==> src/rtl/iob_wishbone2iob_pipe_if.sv <==
// Bus bundle between a pipelined Wishbone master and the IOb side of the bridge.
// The slave modport is the bridge's view; master is the view of whatever drives it.
interface iob_wishbone2iob_pipe_if #(
  parameter int ADDR_W = 32,
  parameter int DATA_W = 32
);
  logic [ADDR_W-1:0]   wb_addr_i;
  logic [DATA_W/8-1:0] wb_select_i;
  logic                wb_we_i;
  logic                wb_cyc_i;
  logic                wb_stb_i;
  logic [DATA_W-1:0]   wb_data_i;
  logic                wb_stall_o;
  logic                wb_ack_o;
  logic                wb_error_o;
  logic [DATA_W-1:0]   wb_data_o;
  logic                valid_o;
  logic [ADDR_W-1:0]   address_o;
  logic [DATA_W-1:0]   wdata_o;
  logic [DATA_W/8-1:0] wstrb_o;
  logic [DATA_W-1:0]   rdata_i;
  logic                ready_i;

  modport slave (
    input  wb_addr_i, wb_select_i, wb_we_i, wb_cyc_i, wb_stb_i, wb_data_i,
    output wb_stall_o, wb_ack_o, wb_error_o, wb_data_o,
    output valid_o, address_o, wdata_o, wstrb_o,
    input  rdata_i, ready_i
  );

  modport master (
    output wb_addr_i, wb_select_i, wb_we_i, wb_cyc_i, wb_stb_i, wb_data_i,
    input  wb_stall_o, wb_ack_o, wb_error_o, wb_data_o,
    input  valid_o, address_o, wdata_o, wstrb_o,
    output rdata_i, ready_i
  );
endinterface

==> src/rtl/iob_wishbone2iob_pipe.sv <==
// Pipelined Wishbone B4 slave to IOb master bridge: request FIFO, stall back-pressure,
// ready watchdog reporting wb_error_o, and abort of queued requests when wb_cyc_i drops.
module iob_wishbone2iob_pipe #(
  parameter int ADDR_W    = 32,
  parameter int DATA_W    = 32,
  parameter int REQ_DEPTH = 4,
  parameter int ADDR_MODE = 0,
  parameter int TIMEOUT_W = 8
) (
  input logic                    clk_i,
  input logic                    arst_i,
  iob_wishbone2iob_pipe_if.slave bus
);
  localparam int SEL_W = DATA_W / 8;
  localparam int PTR_W = $clog2(REQ_DEPTH);
  localparam int CNT_W = PTR_W + 1;
  localparam int SHIFT = $clog2(SEL_W);
  localparam logic [CNT_W-1:0]     FULL   = CNT_W'(REQ_DEPTH);
  localparam logic [TIMEOUT_W-1:0] WD_MAX = '1;

  typedef enum logic [1:0] {IDLE, ISSUE, DRAIN} state_t;
  state_t state, state_nxt;

  logic [ADDR_W-1:0] mem_addr [REQ_DEPTH];
  logic [DATA_W-1:0] mem_data [REQ_DEPTH];
  logic [SEL_W-1:0]  mem_sel  [REQ_DEPTH];
  logic              mem_we   [REQ_DEPTH];

  logic [PTR_W-1:0]     head, tail, head_nxt, tail_nxt;
  logic [CNT_W-1:0]     count, count_nxt;
  logic [TIMEOUT_W-1:0] wdog, wdog_nxt;
  logic                 ack_q, err_q, ack_nxt, err_nxt;
  logic [DATA_W-1:0]    rdata_q;
  logic                 active, stall, push, pop, timeout, cyc;

  function automatic logic [ADDR_W-1:0] map_addr(input logic [ADDR_W-1:0] a);
    if (ADDR_MODE == 1) return a << SHIFT;
    return a;
  endfunction

  assign cyc     = bus.wb_cyc_i;
  assign active  = (state != IDLE);
  assign stall   = (count == FULL);
  assign push    = cyc & bus.wb_stb_i & ~stall;
  assign timeout = active & ~bus.ready_i & (wdog == WD_MAX);
  assign pop     = active & (bus.ready_i | timeout);

  always_comb begin
    state_nxt = state;
    head_nxt  = head;
    tail_nxt  = tail;
    count_nxt = count + CNT_W'(push) - CNT_W'(pop);
    wdog_nxt  = '0;
    ack_nxt   = 1'b0;
    err_nxt   = 1'b0;
    if (push) tail_nxt = tail + 1'b1;
    if (pop)  head_nxt = head + 1'b1;
    // Master abandoned the cycle: keep only the in-flight head, it cannot be withdrawn.
    if (active && !cyc) begin
      tail_nxt  = head + 1'b1;
      count_nxt = pop ? '0 : CNT_W'(1);
    end
    if (active && !pop) wdog_nxt = wdog + 1'b1;
    if (state == ISSUE && cyc) begin
      ack_nxt = pop & bus.ready_i;
      err_nxt = timeout;
    end
    case (state)
      IDLE: if (push) state_nxt = ISSUE;
      default: begin
        if (count_nxt == '0)  state_nxt = IDLE;
        else if (!cyc)        state_nxt = DRAIN;
        else if (pop)         state_nxt = ISSUE;
      end
    endcase
  end

  always_ff @(posedge clk_i or posedge arst_i) begin
    if (arst_i) state <= IDLE;
    else        state <= state_nxt;
  end

  always_ff @(posedge clk_i or posedge arst_i) begin
    if (arst_i) begin
      head    <= '0;
      tail    <= '0;
      count   <= '0;
      wdog    <= '0;
      ack_q   <= 1'b0;
      err_q   <= 1'b0;
      rdata_q <= '0;
    end else begin
      head  <= head_nxt;
      tail  <= tail_nxt;
      count <= count_nxt;
      wdog  <= wdog_nxt;
      ack_q <= ack_nxt;
      err_q <= err_nxt;
      if (ack_nxt && !mem_we[head]) rdata_q <= bus.rdata_i;
    end
  end

  // Request storage carries no reset; outputs are masked by valid instead.
  always_ff @(posedge clk_i) begin
    if (push) begin
      mem_addr[tail] <= map_addr(bus.wb_addr_i);
      mem_data[tail] <= bus.wb_data_i;
      mem_sel[tail]  <= bus.wb_select_i;
      mem_we[tail]   <= bus.wb_we_i;
    end
  end

  assign bus.wb_stall_o = stall;
  assign bus.wb_ack_o   = ack_q & cyc;
  assign bus.wb_error_o = err_q & cyc;
  assign bus.wb_data_o  = rdata_q;
  assign bus.valid_o    = active;
  assign bus.address_o  = active ? mem_addr[head] : '0;
  assign bus.wdata_o    = active ? mem_data[head] : '0;
  assign bus.wstrb_o    = (active && mem_we[head]) ? mem_sel[head] : '0;
endmodule

==> src/flat_wrapper.sv <==
// flat-port wrapper written by rule: the top's interface ports become plain ports
module iob_wishbone2iob_pipe_flat 
#(
  parameter int ADDR_W    = 32,
  parameter int DATA_W    = 32,
  parameter int REQ_DEPTH = 4,
  parameter int ADDR_MODE = 0,
  parameter int TIMEOUT_W = 8
)
  (clk_i, arst_i, bus_wb_addr_i, bus_wb_select_i, bus_wb_we_i, bus_wb_cyc_i, bus_wb_stb_i, bus_wb_data_i, bus_wb_stall_o, bus_wb_ack_o, bus_wb_error_o, bus_wb_data_o, bus_valid_o, bus_address_o, bus_wdata_o, bus_wstrb_o, bus_rdata_i, bus_ready_i);
  iob_wishbone2iob_pipe_if #(.ADDR_W(ADDR_W), .DATA_W(DATA_W)) bus_i ();
  input logic clk_i;
  input logic arst_i;
  input wire logic [$bits(bus_i.wb_addr_i)-1:0] bus_wb_addr_i;
  input wire logic [$bits(bus_i.wb_select_i)-1:0] bus_wb_select_i;
  input wire logic [$bits(bus_i.wb_we_i)-1:0] bus_wb_we_i;
  input wire logic [$bits(bus_i.wb_cyc_i)-1:0] bus_wb_cyc_i;
  input wire logic [$bits(bus_i.wb_stb_i)-1:0] bus_wb_stb_i;
  input wire logic [$bits(bus_i.wb_data_i)-1:0] bus_wb_data_i;
  output wire logic [$bits(bus_i.wb_stall_o)-1:0] bus_wb_stall_o;
  output wire logic [$bits(bus_i.wb_ack_o)-1:0] bus_wb_ack_o;
  output wire logic [$bits(bus_i.wb_error_o)-1:0] bus_wb_error_o;
  output wire logic [$bits(bus_i.wb_data_o)-1:0] bus_wb_data_o;
  output wire logic [$bits(bus_i.valid_o)-1:0] bus_valid_o;
  output wire logic [$bits(bus_i.address_o)-1:0] bus_address_o;
  output wire logic [$bits(bus_i.wdata_o)-1:0] bus_wdata_o;
  output wire logic [$bits(bus_i.wstrb_o)-1:0] bus_wstrb_o;
  input wire logic [$bits(bus_i.rdata_i)-1:0] bus_rdata_i;
  input wire logic [$bits(bus_i.ready_i)-1:0] bus_ready_i;
  assign bus_i.wb_addr_i = bus_wb_addr_i;
  assign bus_i.wb_select_i = bus_wb_select_i;
  assign bus_i.wb_we_i = bus_wb_we_i;
  assign bus_i.wb_cyc_i = bus_wb_cyc_i;
  assign bus_i.wb_stb_i = bus_wb_stb_i;
  assign bus_i.wb_data_i = bus_wb_data_i;
  assign bus_wb_stall_o = bus_i.wb_stall_o;
  assign bus_wb_ack_o = bus_i.wb_ack_o;
  assign bus_wb_error_o = bus_i.wb_error_o;
  assign bus_wb_data_o = bus_i.wb_data_o;
  assign bus_valid_o = bus_i.valid_o;
  assign bus_address_o = bus_i.address_o;
  assign bus_wdata_o = bus_i.wdata_o;
  assign bus_wstrb_o = bus_i.wstrb_o;
  assign bus_i.rdata_i = bus_rdata_i;
  assign bus_i.ready_i = bus_ready_i;
  iob_wishbone2iob_pipe #(.ADDR_W(ADDR_W), .DATA_W(DATA_W), .REQ_DEPTH(REQ_DEPTH), .ADDR_MODE(ADDR_MODE), .TIMEOUT_W(TIMEOUT_W)) u_core (.clk_i(clk_i), .arst_i(arst_i), .bus(bus_i));
endmodule
==> config.mk <==
export PLATFORM = sky130hd
export DESIGN_NAME = iob_wishbone2iob_pipe_flat
export DESIGN_NICKNAME = d
export VERILOG_FILES = /design/src/rtl/iob_wishbone2iob_pipe_if.sv /design/src/rtl/iob_wishbone2iob_pipe.sv /design/src/flat_wrapper.sv
export SDC_FILE = /design/constraint.sdc
export NUM_CORES = 1
export LEC_CHECK = 0
export ABC_AREA = 0
export CAP_MARGIN = 10
export CORE_ASPECT_RATIO = 1.25
export CORE_MARGIN = 2
export CORE_UTILIZATION = 45
export CTS_BUF_LIST = sky130_fd_sc_hd__clkbuf_4 sky130_fd_sc_hd__clkbuf_8
export DETAILED_ROUTE_END_ITERATION = 7
export HOLD_SLACK_MARGIN = 0.03
export PLACE_DENSITY = 0.71
export SETUP_SLACK_MARGIN = 0.02
export SLEW_MARGIN = 20
export SYNTH_ARGS = -nofsm -noshare
export SYNTH_HDL_FRONTEND = slang
export SYNTH_SLANG_ARGS = --single-unit
==> constraint.sdc <==
create_clock -name clk_i -period 2.8 [get_ports clk_i]
set_input_delay 0.56 -clock clk_i [delete_from_list [all_inputs] [get_ports clk_i]]
set_output_delay 0.56 -clock clk_i [all_outputs]
set_load 0.05 [all_outputs]
== After elaboration in Yosys (flattened, before gate mapping) ==
Memory sizes are Yosys's and may differ from the RTL's.
Index checks and enable logic that the tools add are counted.

* Add/subtract/negate cells: 5
* Multiply operators: 0
* Div/mod/pow operators: 0
* Magnitude comparators: 0
* Equality and inequality tests: 5
* Shift operators: 0
* Muxes and demuxes: 17
* Bitwise logic cells: 11
* Reductions and logical operators: 13

{| class="wikitable"
|+ Operators with widths
! kind !! count
|-
| 32-bit 2-to-1 mux || 2
|-
| 2-bit 2-to-1 mux || 7
|-
| 8-bit by 1-bit adder with 8-bit output (second input constant) || 1
|-
| 1-bit AND || 8
|-
| 8-bit equality test (second input constant) || 1
|-
| 8-bit 2-to-1 mux || 1
|-
| 1-bit logical AND || 5
|-
| 1-bit 2-to-1 mux || 5
|-
| 2-bit by 1-bit adder with 2-bit output (second input constant) || 2
|-
| 4-bit 2-to-1 mux || 1
|-
| 4-bit by 1-bit != test with 1-bit output (second input constant) || 1
|-
| 2-bit nonzero test || 2
|-
| 3-bit by 1-bit adder with 3-bit output || 1
|-
| 3-bit equality test (second input constant) || 1
|-
| 1-bit logical NOT || 3
|-
| 3-bit logical NOT || 1
|-
| 3-bit 2-to-1 mux || 1
|-
| 3-bit by 1-bit subtractor with 3-bit output || 1
|-
| 2-bit by 1-bit equality test with 1-bit output (second input constant) || 1
|-
| 2-bit logical NOT || 1
|-
| 2-bit by 1-bit != test with 1-bit output (second input constant) || 1
|-
| 1-bit NOT || 2
|-
| 2-bit AND reduction || 1
|-
| 1-bit bitwise OR || 1
|}

* Flip-flop bits (word level): 51
* Bits in latches: 0
* RAM bits: 276
* Bits in read-only memories: 0
* Input port bits: 106
* Memories kept: 4

{| class="wikitable"
|+ Memories
! name !! words !! bits a word !! read ports !! clocked after Yosys merged registers in !! wr ports !! line !! source
|-
| u_core.mem_addr || 4 || 32 || 1 || 0 || 1 || iob_wishbone2iob_pipe.sv:24 || <nowiki>logic [ADDR_W-1:0] mem_addr [REQ_DEPTH];</nowiki>
|-
| u_core.mem_data || 4 || 32 || 1 || 0 || 1 || iob_wishbone2iob_pipe.sv:25 || <nowiki>logic [DATA_W-1:0] mem_data [REQ_DEPTH];</nowiki>
|-
| u_core.mem_sel || 4 || 4 || 1 || 0 || 1 || iob_wishbone2iob_pipe.sv:26 || <nowiki>logic [SEL_W-1:0] mem_sel [REQ_DEPTH];</nowiki>
|-
| u_core.mem_we || 4 || 1 || 1 || 0 || 1 || iob_wishbone2iob_pipe.sv:27 || <nowiki>logic mem_we [REQ_DEPTH];</nowiki>
|}

== Longest topological paths before layout ==
Gate-level depths: netlist of run 1.

* Depth after elaboration: 10
* Depth in mapped cells: 12

== Worst setup path after synthesis of run 1 ==
Ideal clock, no wire load.

* Kind: reg-to-reg
* Start: register u_core.count[1]
* End: memory u_core.mem_addr[0][0], enable pin
* Setup time: 569 ps
* Arrival time: 2985 ps
* Data required time: 2231 ps
* Setup slack: -754 ps
* Cell stages (with the launch flop): 4
* Buffers on the path: 0
* Cells stage by stage: dfrtp_1 nor3b_1 nor2_1 and2_1

* Cells in the longest elaborated chain, start to end: 5

{| class="wikitable"
|+ RTL lines
! what !! line !! source
|-
| start: declaration || iob_wishbone2iob_pipe.sv:30 || <nowiki>logic [CNT_W-1:0] count, count_nxt;</nowiki>
|-
| start signal: assignment || iob_wishbone2iob_pipe.sv:95 || <nowiki>count <= count_nxt;</nowiki>
|-
| 3-bit equality test || iob_wishbone2iob_pipe.sv:43 || <nowiki>assign stall = (count == FULL);</nowiki>
|-
| named net bus_wb_stall_o || flat_wrapper.sv:20 || <nowiki>output wire logic [$bits(bus_i.wb_stall_o)-1:0] bus_wb_stall_o;</nowiki>
|-
| 1-bit NOT || iob_wishbone2iob_pipe.sv:44 || <nowiki>assign push = cyc & bus.wb_stb_i & ~stall;</nowiki>
|-
| 1-bit AND || iob_wishbone2iob_pipe.sv:44 ||
|-
| 1-bit 2-to-1 mux || iob_wishbone2iob_pipe.sv:105 || <nowiki>if (push) begin</nowiki>
|-
| 1-bit 2-to-1 mux (not written as such) || iob_wishbone2iob_pipe.sv:106 || <nowiki>mem_addr[tail] <= map_addr(bus.wb_addr_i);</nowiki>
|-
| end: declaration || iob_wishbone2iob_pipe.sv:24 ||
|}

The timed path passes the listed nets, and every way through them passes these cells.

== Worst setup path after layout of run 1 ==
* Start: register u_core.head[0]
* End: output bus_address_o[23]

* Cells in the longest elaborated chain, start to end: 2

{| class="wikitable"
|+ RTL lines
! what !! line !! source
|-
| start: declaration || iob_wishbone2iob_pipe.sv:29 || <nowiki>logic [PTR_W-1:0] head, tail, head_nxt, tail_nxt;</nowiki>
|-
| start signal: assignment || iob_wishbone2iob_pipe.sv:93 || <nowiki>head <= head_nxt;</nowiki>
|-
| memory 4 x 32 bit || -- ||
|-
| 32-bit 2-to-1 mux || iob_wishbone2iob_pipe.sv:118 || <nowiki>assign bus.address_o = active ? mem_addr[head] : '0;</nowiki>
|-
| end: declaration || flat_wrapper.sv:25 || <nowiki>output wire logic [$bits(bus_i.address_o)-1:0] bus_address_o;</nowiki>
|}

Every way passes these cells.

==> summary.md, run 1 <==
| Metric | Value |
|---|---|
| Outcome | finished, final reports clean |
| Worst R2R Start | u_core.wdog[4] |
| Unrepaired setup endpoints after global routing | true |
| CP max FO | 6 |
| Max Cap Viol | 0 |
| Worst-path clk slew | 70 ps |
| Post-synthesis compound-gate area fraction | 0.502% |
| Remaining Overflow, GRT | 0 |
| Syn. warnings | 0 |
| Max-slew violation count | 0 |
| Sequential fraction of the synthesis area | 75.2% |
| Clock net sink count | 327 |
| Post-synth EDFFs | 276 |
| Vias in the first global route | 7194 |
| Synth Cell Area | 12700 um^2 |
| Final ANT Viol Nets | 0 |
| Critical path depth | 5 |
| Post-Synthesis Cells | 601 |
| Setup CP Type | register to output pin |
| Diode count | 0 |
| PwrDens | 1120 nW/um^2 |
| Overall Global Routing Usage | 17.8% |
| CP bufs+invs | 3 |
| Delay of the slowest critical-path stage | 500 ps |
| Core box area | 27700 um^2 |
| Starting Density | 45.8% |
| GP Congestion | 0.739 |
| Mux contribution to synthesized area | 15.9% |
| FF-to-FF End | u_core.state[1] |
| Synth unique cells | 37 |
| Iteration count of the initial detailed-routing pass | 4 |
| Hpwl dp | 15800 um |
| Fin area | 17200 um^2 |
| Worst hold slack | 306 ps |
| Reg2reg setup slack | 240 ps |
| Combinational family with the most area after synthesis | multiplexers |
| Fmax | 0.361 GHz |
| Worst rel slew slack | 63.9% |
| Mean post-synth cell area | 21.2 um^2 |
| Final wirelength | 26500 um |
| Via count | 6658 |
| Ys async rst share | 15.6% |
| Clock latency on the worst-skew pair | 580 ps |
| Flops & latches, synth | 327 |
| Crit end category | output pin |
| Largest net degree at the start of global routing | 37 |
| XOR/XNOR Fraction of Synth Area | 0.797% |
| Worst slew pin tran | 540 ps |
| Fill cell count | 1952 |
| Crit-path cells | buf_12 -> clkbuf_16 -> mux4_2 -> and2_4 -> buf_6 |
| Setup crit start kind | register |
| Hold/Removal Path Class | input pin to asynchronous set/reset pin |
| Leak | 6.27 nW |
| Vias per inst | 5.25 |
| Nets | 995 |
| Req. time, crit path | 2240 ps |
| Synth-to-Final Area Change | 35.3% |
| IR drop worst, VDD | 0.835 mV |
| Residual DRC count | 0 |
| Initial detailed-routing violation count | 405 |
| Syn nets | 715 |
| Port Buffers | 209 |
| Clock Skew | 26.6 ps |
| First-pass GRT wire length | 40100 um |
| TritonCTS Buffers | 51 |
| Share of post-route cells with drive strength above 1 | 41.4% |
| Initial antenna violation count | 0 |
| Reg2Reg Depth | 12 |
| Period utilisation layout | 98.8% |
| Crit path DAT | 2210 ps |
| Max stage delay cell, worst path | mux4_2 |
| Dpl cell area | 15300 um^2 |
| CTS HTree Levels | 2 |
| Family with the most delay on the worst path | multiplexers |
| Simple-gate portion of the synthesized area | 5.08% |
| Synth Flop Type | edfxtp_1 |
| Post-CTS Hold Buffers | 0 |
| Final setup violation count | 0 |
| Routed WL per cell | 20.9 um |
| CTS tree | yes |
| Clock tree buffer depth | 3 |
| Hold Fails Final Rpt | 0 |
| Tmin final | 2770 ps |
| Die height | 192 um |
| Adder-cell share of the synthesized area | 0.846% |
| IO Count | 210 |
| Row count | 68 |
| Clock root cell | clkbuf_8 |
| DIE WIDTH | 154 um |
| Die area | 29600 um^2 |
[flip-flops by register name (all words and copies together), names as in the netlist]
| signal | cells |
|---|---|
| u_core.state | 2 |
| u_core.head | 2 |
| u_core.mem_sel | 16 |
| u_core.err_q | 1 |
| u_core.mem_addr | 128 |
| u_core.tail | 2 |
| u_core.mem_data | 128 |
| u_core.wdog | 8 |
| u_core.count | 3 |
| u_core.bus.wb_data_o | 32 |
| u_core.mem_we | 4 |
| u_core.ack_q | 1 |
[power by group]
| group | internal [mW] | total [mW] | switching, mW |
|---|---|---|---|
| registers | 6.05 | 6.38 | 0.335 |
| logic | 4.19 | 8.99 | 4.81 |
| clock network | 2.23 | 3.97 | 1.74 |
[worst max path at each step]
stage                          from           endpoint  slack [ps]
global route         u_core.head[0]  bus_address_o[23]         -50
global placement        bus_ready_i    u_core.state[0]         -60
floorplan           u_core.count[1]    u_core.state[0]         290
CTS                  u_core.head[0]     bus_wdata_o[7]         -20
detailed placement      bus_ready_i    u_core.state[1]        -110
finish               u_core.head[0]  bus_address_o[23]          30
[layout make-up]
cell class	count	area (um^2)	share of cell area (%)
sequential	327	9570	55.6
timing repair buffer	254	2990	17.4
inverter	8	30.0	0.175
clock buffer	79	943	5.48
multi-input combinational	239	3150	18.3
tap	350	438	2.55
clock inverter	11	82.6	0.480
[metrics by stage]
| stage | power [mW] | worst slack [ps] | std cells | utilization [%] | setup TNS [ps] |
|---|---|---|---|---|---|
| floorplan | 11.6 | 293 | 601 | - | 0 |
| global placement | 14.0 | -60.7 | 1161 | 55.2 | -117 |
| detailed placement | 14.0 | -108 | 1161 | 55.2 | -212 |
| CTS | 18.8 | -19.5 | 1262 | 60.5 | -90.1 |
| global route | 20.2 | -45.4 | 1268 | 62.0 | -1060 |
| finish | 19.3 | 32.6 | 1268 | 62.0 | 0 |
[timing repair]
action                     CTS  global route
cloned                       3             5
buffers inserted             8             1
gates resized for setup     85            92
setup endpoints to repair   68            70
[layout by cell type, fill, tap and decap left out, types with 21 or more instances in the layout]
master,Yosys,final
buf_12,3,21
clkbuf_4,0,23
mux4_2,69,69
clkbuf_8,0,56
and2_4,0,67
buf_6,2,49
clkdlybuf4s50_1,0,137
edfxtp_1,276,276
mux2_4,30,30
dfrtp_1,51,49
[metal layers]
layer  track usage [%]  routed length [um]  vias up
met5                 0                   0        -
met4              5.38                 505        0
met3              4.85                1730       41
met2              30.9               13400      230
met1              22.1               10900     3447
li1                  -                   -     2940
[synthesized netlist by cell type (3+ instances only)]
library cell,n,area [um^2]
edfxtp_1,276,8290
and2_1,70,438
mux4_2,69,1550
dfrtp_1,51,1280
mux2_4,30,450
clkbuf_1,14,52.6
nor2_1,13,48.8
nand2_1,8,30.0
and3_1,7,43.8
buf_2,7,35.0
ha_1,7,87.6
inv_1,7,26.3
xor2_1,7,61.3
buf_12,3,60.1
nand3_1,3,15.0
[logic make-up (layout without fill, tap and decap cells)]
| logic type | count (synthesis) | count (layout) |
|---|---|---|
| simple gates | 111 | 111 |
| xor+xnor | 10 | 10 |
| mux | 101 | 101 |
| fa+ha+maj | 8 | 8 |
| buf+inv | 35 | 352 |
| compound gates | 9 | 9 |
| flops | 327 | 327 |
(Power assumes the default switching activity.)
==> inputs of run 2 (changes only) <==
--- a/config.mk
+++ b/config.mk
@@ -13,7 +13,7 @@
 export CTS_BUF_LIST = sky130_fd_sc_hd__clkbuf_4 sky130_fd_sc_hd__clkbuf_8
 export DETAILED_ROUTE_END_ITERATION = 7
 export HOLD_SLACK_MARGIN = 0.03
-export PLACE_DENSITY = 0.71
+export PLACE_DENSITY = 0.68
 export SETUP_SLACK_MARGIN = 0.02
 export SLEW_MARGIN = 20
 export SYNTH_ARGS = -nofsm -noshare
==> constraint.sdc (replaced) <==
create_clock -name clk_i -period 3 [get_ports clk_i]
set_input_delay 0.6 -clock clk_i [delete_from_list [all_inputs] [get_ports clk_i]]
set_output_delay 0.6 -clock clk_i [all_outputs]
set_load 0.05 [all_outputs]
==> run 2 against run 1 <==
Compared with the run above:
- non-clock buffer count down 20
- critical path depth decreased by 1
- global-route usage rose by 0.29 points
- largest cell class unchanged
- worst hold slack better by 86 ps
- final cell count decreased by 1.5%
- via count shrank 2.1%
- core utilization is 3.0 points lower
- sequential share of layout area up 2.8 points
- die area is the same
- flip-flop and latch count stayed put
- critical path type unchanged
- critical endpoint is now bus_address_o[17]
- sequential power shrank 6.3%
==> summary.md, run 2 (synthesis gave the netlist of run 1 again) <==
| Metric | Value |
|---|---|
| Final ANT Viol Nets | 0 (unchanged) |
| Largest net degree at the start of global routing | 57 (was 37) |
| CP max FO | 16 (was 6) |
| Reg2Reg Depth | 12 (unchanged) |
| Setup_tns | 0 ps (unchanged) |
| PnR worst setup slack | 105 ps (was 32.6 ps) |
| Die height | 192 um (unchanged) |
| Max stage delay cell, worst path | dfrtp_4 (was mux4_2) |
| Port Buffers | 209 (unchanged) |
| Max Cap Viol | 0 (unchanged) |
| Worst R2R Start | u_core.wdog[0] (was u_core.wdog[4]) |
| Period utilisation layout | 96.5% |
| Initial detailed-routing violation count | 355 (was 405) |
| Hold/Removal Path Class | input pin to asynchronous set/reset pin (unchanged) |
| Clock tree buffer depth | 3 (unchanged) |
| Outcome | finished, final reports clean (unchanged) |
| Starting Density | 45.8% (unchanged) |
| Max-slew violation count | 0 (unchanged) |
| Iteration count of the initial detailed-routing pass | 6 (was 4) |
| Leak | 5.90 nW (was 6.27 nW) |
| Clock latency on the worst-skew pair | 570 ps (was 580 ps) |
| Via count | 6517 (was 6658) |
| Crit end category | output pin (unchanged) |
| Synth-to-Final Area Change | 28.8% (was 35.3%) |
| CTS tree | yes (unchanged) |
| Crit path DAT | 2300 ps (was 2210 ps) |
| Setup CP Type | register to output pin (unchanged) |
| CTS HTree Levels | 2 (unchanged) |
| Hold Fails Final Rpt | 0 (unchanged) |
| Clock root cell | clkbuf_8 (unchanged) |
| Fill cell count | 2050 (was 1952) |
| Share of post-route cells with drive strength above 1 | 31.8% (was 41.4%) |
| Clock Skew | 20.2 ps (was 26.6 ps) |
| IO Count | 210 (unchanged) |
| Power, Total | 16.7 mW (was 19.3 mW) |
| Unrepaired setup endpoints after global routing | true (unchanged) |
| Overall Global Routing Usage | 18.1% (was 17.8%) |
| Worst rel slew slack | 62.7% (was 63.9%) |
| Most frequent cells in the layout | edfxtp_1 (276), clkdlybuf4s50_1 (138), buf_4 (77), mux4_2 (69), and2_1 (66) (was edfxtp_1 (276), clkdlybuf4s50_1 (137), mux4_2 (69), and2_4 (67), clkbuf_8 (56)) |
| CP startpoint | u_core.head[0] (unchanged) |
| Residual DRC count | 0 (unchanged) |
| Core box area | 27700 um^2 (unchanged) |
| Family with the most delay on the worst path | buffers and inverters (was multiplexers) |
| Commonest non-fill, non-tap cell in the layout | edfxtp_1 (unchanged) |
| Initial antenna violation count | 0 (unchanged) |
| Row count | 68 (unchanged) |
| Nets | 974 (was 995) |
| Final setup violation count | 0 (unchanged) |
| Worst slew pin tran | 562 ps (was 540 ps) |
| Clock net sink count | 327 (unchanged) |
| FF-to-FF End | u_core.state[1] (unchanged) |
| DIE WIDTH | 154 um (unchanged) |
| Reg2reg setup slack | 260 ps (was 240 ps) |
| First-pass GRT wire length | 40600 um (was 40100 um) |
| Remaining Overflow, GRT | 0 (unchanged) |
| Routed WL per cell | 21.0 um (was 20.9 um) |
| Die area | 29600 um^2 (unchanged) |
| Setup crit start kind | register (unchanged) |
| Worst hold slack | 392 ps (was 306 ps) |
| TritonCTS Buffers | 50 (was 51) |
| CP bufs+invs | 2 (was 3) |
| PwrDens | 1020 nW/um^2 (was 1120 nW/um^2) |
| GP Congestion | 0.804 (was 0.739) |
| Delay of the slowest critical-path stage | 510 ps (was 500 ps) |
| Hpwl dp | 15900 um (was 15800 um) |
| Final wirelength | 26300 um (was 26500 um) |
| IR drop worst, VDD | 0.502 mV (was 0.835 mV) |
| Post-CTS Hold Buffers | 0 (unchanged) |
| Worst-path clk slew | 60 ps (was 70 ps) |
| Req. time, crit path | 2400 ps (was 2240 ps) |
| Vias per inst | 5.22 (was 5.25) |
| Tmin final | 2900 ps |
| Fmax | 0.345 GHz |
| Pre-CTS setup slack | 46.0 ps (was -108 ps) |
| Vias in the first global route | 7302 (was 7194) |
| Crit-path cells | bufbuf_16 -> mux4_2 -> and2_1 -> buf_4 (was buf_12 -> clkbuf_16 -> mux4_2 -> and2_4 -> buf_6) |
| Diode count | 0 (unchanged) |
## run 2: cell count changes in the layout (fill, tap and decap cells not counted), sizes merged, moves of 2 or more
cell	before	now
clkbuf	84	72
clkinv	7	15
dlymetal6s2s	2	0
buf	110	94
## run 2: where the power goes
group	internal [mW]	switching (mW)	total (mW)
registers	5.64	0.341	5.98
logic	2.88	4.16	7.04
clock network	2.08	1.62	3.69
## run 2: worst max path at each step
stage	cells past startpoint	endpoint	slack, ps
2_1_floorplan	8	u_core.state[0]	490
3_3_place_gp	12	u_core.state[0]	80
3_5_place_dp	12	u_core.state[0]	50
4_1_cts	4	bus_wstrb_o[1]	20
5_1_grt	4	bus_address_o[9]	-20
6_report	4	bus_address_o[17]	100
## run 2: final cells by class
type	instances	area [um^2]	share of cell area, %
clock buffers	72	891	5.44
clock inverters	19	136	0.833
inverters	8	30.0	0.183
multi-input cells	239	2970	18.1
flip-flops and latches	327	9570	58.5
well taps	350	438	2.68
repair buffers	234	2340	14.3
## run 2: timing repair
item	in CTS	in global routing
gates resized for setup	3	5
gates cloned	1	0
setup buffers	3	2
endpoints found under the setup margin	69	65
## run 2: metrics by stage
step / cell area, um^2 / cells / utilization, %
4_1_cts: 16300 / 1247 / 58.9
3_5_place_dp: 15200 / 1152 / 54.9
5_1_grt: 16400 / 1249 / 59.0
3_3_place_gp: 15200 / 1152 / 54.9
2_1_floorplan: 12700 / 601 / -
6_report: 16400 / 1249 / 59.0
## run 2: layer usage
metal	vias up	share of wire [%]	track usage [%]
li1	2914	-	-
met5	-	0	0
met4	0	1.8	5.88
met1	3341	38	20.8
met3	41	6.9	5.30
met2	221	53	32.8
## run 2: worst reg2reg max path: stages, from the launching register on
cell and delay, ps:
dfrtp_1 420, ha_1 310, a41oi_1 300, nor2_1 100
ha_1 310, inv_1 70, ha_1 140, inv_1 60
fa_1 390, xnor3_1 210, nand3b_1 120, nand2_1 60
a21oi_1 160
==> inputs of run 3 (changes only) <==
--- a/config.mk
+++ b/config.mk
@@ -9,11 +9,11 @@
 export CAP_MARGIN = 10
 export CORE_ASPECT_RATIO = 1.25
 export CORE_MARGIN = 2
-export CORE_UTILIZATION = 45
+export CORE_UTILIZATION = 55
 export CTS_BUF_LIST = sky130_fd_sc_hd__clkbuf_4 sky130_fd_sc_hd__clkbuf_8
 export DETAILED_ROUTE_END_ITERATION = 7
 export HOLD_SLACK_MARGIN = 0.03
-export PLACE_DENSITY = 0.68
+export PLACE_DENSITY = 0.81
 export SETUP_SLACK_MARGIN = 0.02
 export SLEW_MARGIN = 20
 export SYNTH_ARGS = -nofsm -noshare
==> run 3 against run 2 <==
Compared with the run above:
- clock power is 7.3% lower
- first-iteration DRC count is 26% higher
- maximum frequency is 0.63% higher
- flip-flop and latch count stayed put
- total power is 0.76% higher
- sequential share of layout area is 0.37 points lower
- final area is 0.64% higher
- non-clock buffer count is 2 lower
- worst hold slack better by 110 ps
- global-route usage is 3.3 points higher
- largest cell class unchanged
==> summary.md, run 3 (synthesis gave the netlist of run 1 again) <==
| Metric | Value |
|---|---|
| Outcome | finished, final reports clean (unchanged) |
| Setup_tns | 0 ps (unchanged) |
| Largest net degree at the start of global routing | 52 (was 57) |
| Hold EP | u_core.bus.wb_data_o[29] |
| Nets | 970 (was 974) |
| Final Non-Filler Cells | 1186 (was 1249) |
| Fin area | 16500 um^2 (was 16400 um^2) |
| Worst slew pin tran | 851 ps (was 562 ps) |
| Port Buffers | 209 (unchanged) |
| Vias in the first global route | 7136 (was 7302) |
| Final setup violation count | 0 (unchanged) |
| Leak | 5.92 nW (was 5.90 nW) |
| Die area | 24400 um^2 (was 29600 um^2) |
| Clock root cell | clkbuf_8 (unchanged) |
| GP Congestion | 0.856 (was 0.804) |
| Share of post-route cells with drive strength above 1 | 31.8% (about the same) |
| Row count | 62 (was 68) |
| Max-slew violation count | 0 (unchanged) |
| Remaining Overflow, GRT | 0 (unchanged) |
| Tmin final | 2880 ps (was 2900 ps) |
| Die height | 174 um (was 192 um) |
| Core box area | 22800 um^2 (was 27700 um^2) |
| Hold Path Stages | 1 |
| Worst-path clk slew | 60 ps (about the same) |
| Crit end category | output pin (unchanged) |
| Overall Global Routing Usage | 21.5% (was 18.1%) |
| Iteration count of the initial detailed-routing pass | 5 (was 6) |
| First-pass GRT wire length | 40000 um (was 40600 um) |
| Period utilisation layout | 95.9% (was 96.5%) |
| CP max FO | 25 (was 16) |
| Clock Skew | 15.5 ps (was 20.2 ps) |
| Reg2Reg Depth | 12 (unchanged) |
| Initial antenna violation count | 2 (was 0) |
| IO Count | 210 (unchanged) |
| Hold Fails Final Rpt | 0 (unchanged) |
| PwrDens | 1020 nW/um^2 (about the same) |
| Unrepaired setup endpoints after global routing | true (unchanged) |
| CTS tree | yes (unchanged) |
| IR drop worst, VDD | 0.820 mV (was 0.502 mV) |
| Placed cell count | 1091 (was 1152) |
| Fmax | 0.348 GHz (was 0.345 GHz) |
| Via count | 6562 (was 6517) |
| TritonCTS Buffers | 48 (was 50) |
| Clock net sink count | 327 (unchanged) |
| Req. time, crit path | 2400 ps (about the same) |
| CP startpoint | u_core.head[0] (unchanged) |
| Final wirelength | 25600 um (was 26300 um) |
| FF-to-FF End | u_core.state[0] (was u_core.state[1]) |
| Post-CTS Hold Buffers | 0 (unchanged) |
| Hold/Removal Path Class | register to register (was input pin to asynchronous set/reset pin) |
| PnR worst setup slack | 123 ps (was 105 ps) |
| Pre-CTS setup slack | -20.8 ps (was 46.0 ps) |
| Clock latency on the worst-skew pair | 560 ps (was 570 ps) |
| Commonest non-fill, non-tap cell in the layout | edfxtp_1 (unchanged) |
| Worst R2R Start | u_core.wdog[0] (unchanged) |
| Hpwl dp | 16400 um (was 15900 um) |
| Most frequent cells in the layout | edfxtp_1 (276), clkdlybuf4s50_1 (139), mux4_2 (69), and2_1 (66), buf_4 (52) (was edfxtp_1 (276), clkdlybuf4s50_1 (138), buf_4 (77), mux4_2 (69), and2_1 (66)) |
| Routed WL per cell | 21.6 um (was 21.0 um) |
| Worst rel slew slack | 43.2% (was 62.7%) |
| Vias per inst | 5.53 (was 5.22) |
| Dpl cell area | 15500 um^2 (was 15200 um^2) |
| Synth-to-Final Area Change | 29.6% (was 28.8%) |
| Max Cap Viol | 0 (unchanged) |
| Residual DRC count | 0 (unchanged) |
| Clock tree buffer depth | 3 (unchanged) |
| DIE WIDTH | 140 um (was 154 um) |
| Starting Density | 55.7% (was 45.8%) |
| CTS HTree Levels | 2 (unchanged) |
| Reg2reg setup slack | 260 ps (about the same) |
| Power, Total | 16.8 mW (was 16.7 mW) |
| Setup crit start kind | register (unchanged) |
| Initial detailed-routing violation count | 447 (was 355) |
| Crit path DAT | 2280 ps (was 2300 ps) |
| Worst Hold Launch | u_core.bus.wb_data_o[29] |
| Final ANT Viol Nets | 0 (unchanged) |
| Setup CP Type | register to output pin (unchanged) |
[run 3: changes by cell type in the layout (fill, tap and decap cells not counted), sizes merged]
cell / previous run / this run
clkinv: 15 / 16
bufinv: 2 / 0
clkinvlp: 2 / 1
clkbuf: 72 / 73
dlygate4sd2: 1 / 0
buf: 94 / 93
clkdlybuf4s50: 138 / 139
diode: 0 / 2
bufbuf: 1 / 0
[run 3: what timing repair did]
item                       4_1_cts  5_1_grt
gates cloned                     0        0
pin swaps                        0        0
setup buffers                    3        0
setup endpoints to repair       66        2
resized for setup                0        2
[run 3: stage by stage]
| stage | utilization [%] | hold WS [ps] |
|---|---|---|
| CTS | 72.2 | 511 |
| global placement | 67.9 | 492 |
| global route | 72.2 | 523 |
| finish | 72.2 | 504 |
| floorplan | - | 476 |
| detailed placement | 67.9 | 497 |
[run 3: worst max-delay path: stages, from the launching register on]
cell     delay, ps
dfrtp_4        550
buf_16         250
mux4_2         540
and2_1         220
buf_12         160
[run 3: report_power, final]
group	internal (mW)	total [mW]	switching (mW)	leakage, nW
combinational	3.20	7.42	4.22	2.27
sequential	5.64	6.01	0.367	3.14
clock	1.84	3.42	1.58	0.508
[run 3: layer usage]
metal / track usage (%) / routed length (um)
met3: 5.01 / 1640
met5: 0 / 0
met2: 36.3 / 13400
met1: 27.5 / 10000
met4: 7.58 / 621
[run 3: area by class of cell]
class / count / area (um^2)
fillers: 1347 / 6330
well taps: 288 / 360
clock buffers: 73 / 861
multi-input cells: 239 / 2970
inverters: 8 / 31.3
clock inverters: 17 / 80.1
flip-flops and latches: 327 / 9570
repair buffers: 232 / 2600
diodes: 2 / 5.00
[run 3: worst max-delay path by stage]
stage	to	slack [ps]	cells past startpoint
floorplan	u_core.state[0]	490	8
global placement	u_core.state[0]	120	12
detailed placement	u_core.state[0]	-20	12
global route	bus_wstrb_o[0]	10	4
CTS	bus_address_o[12]	60	4
finish	bus_address_o[12]	120	4
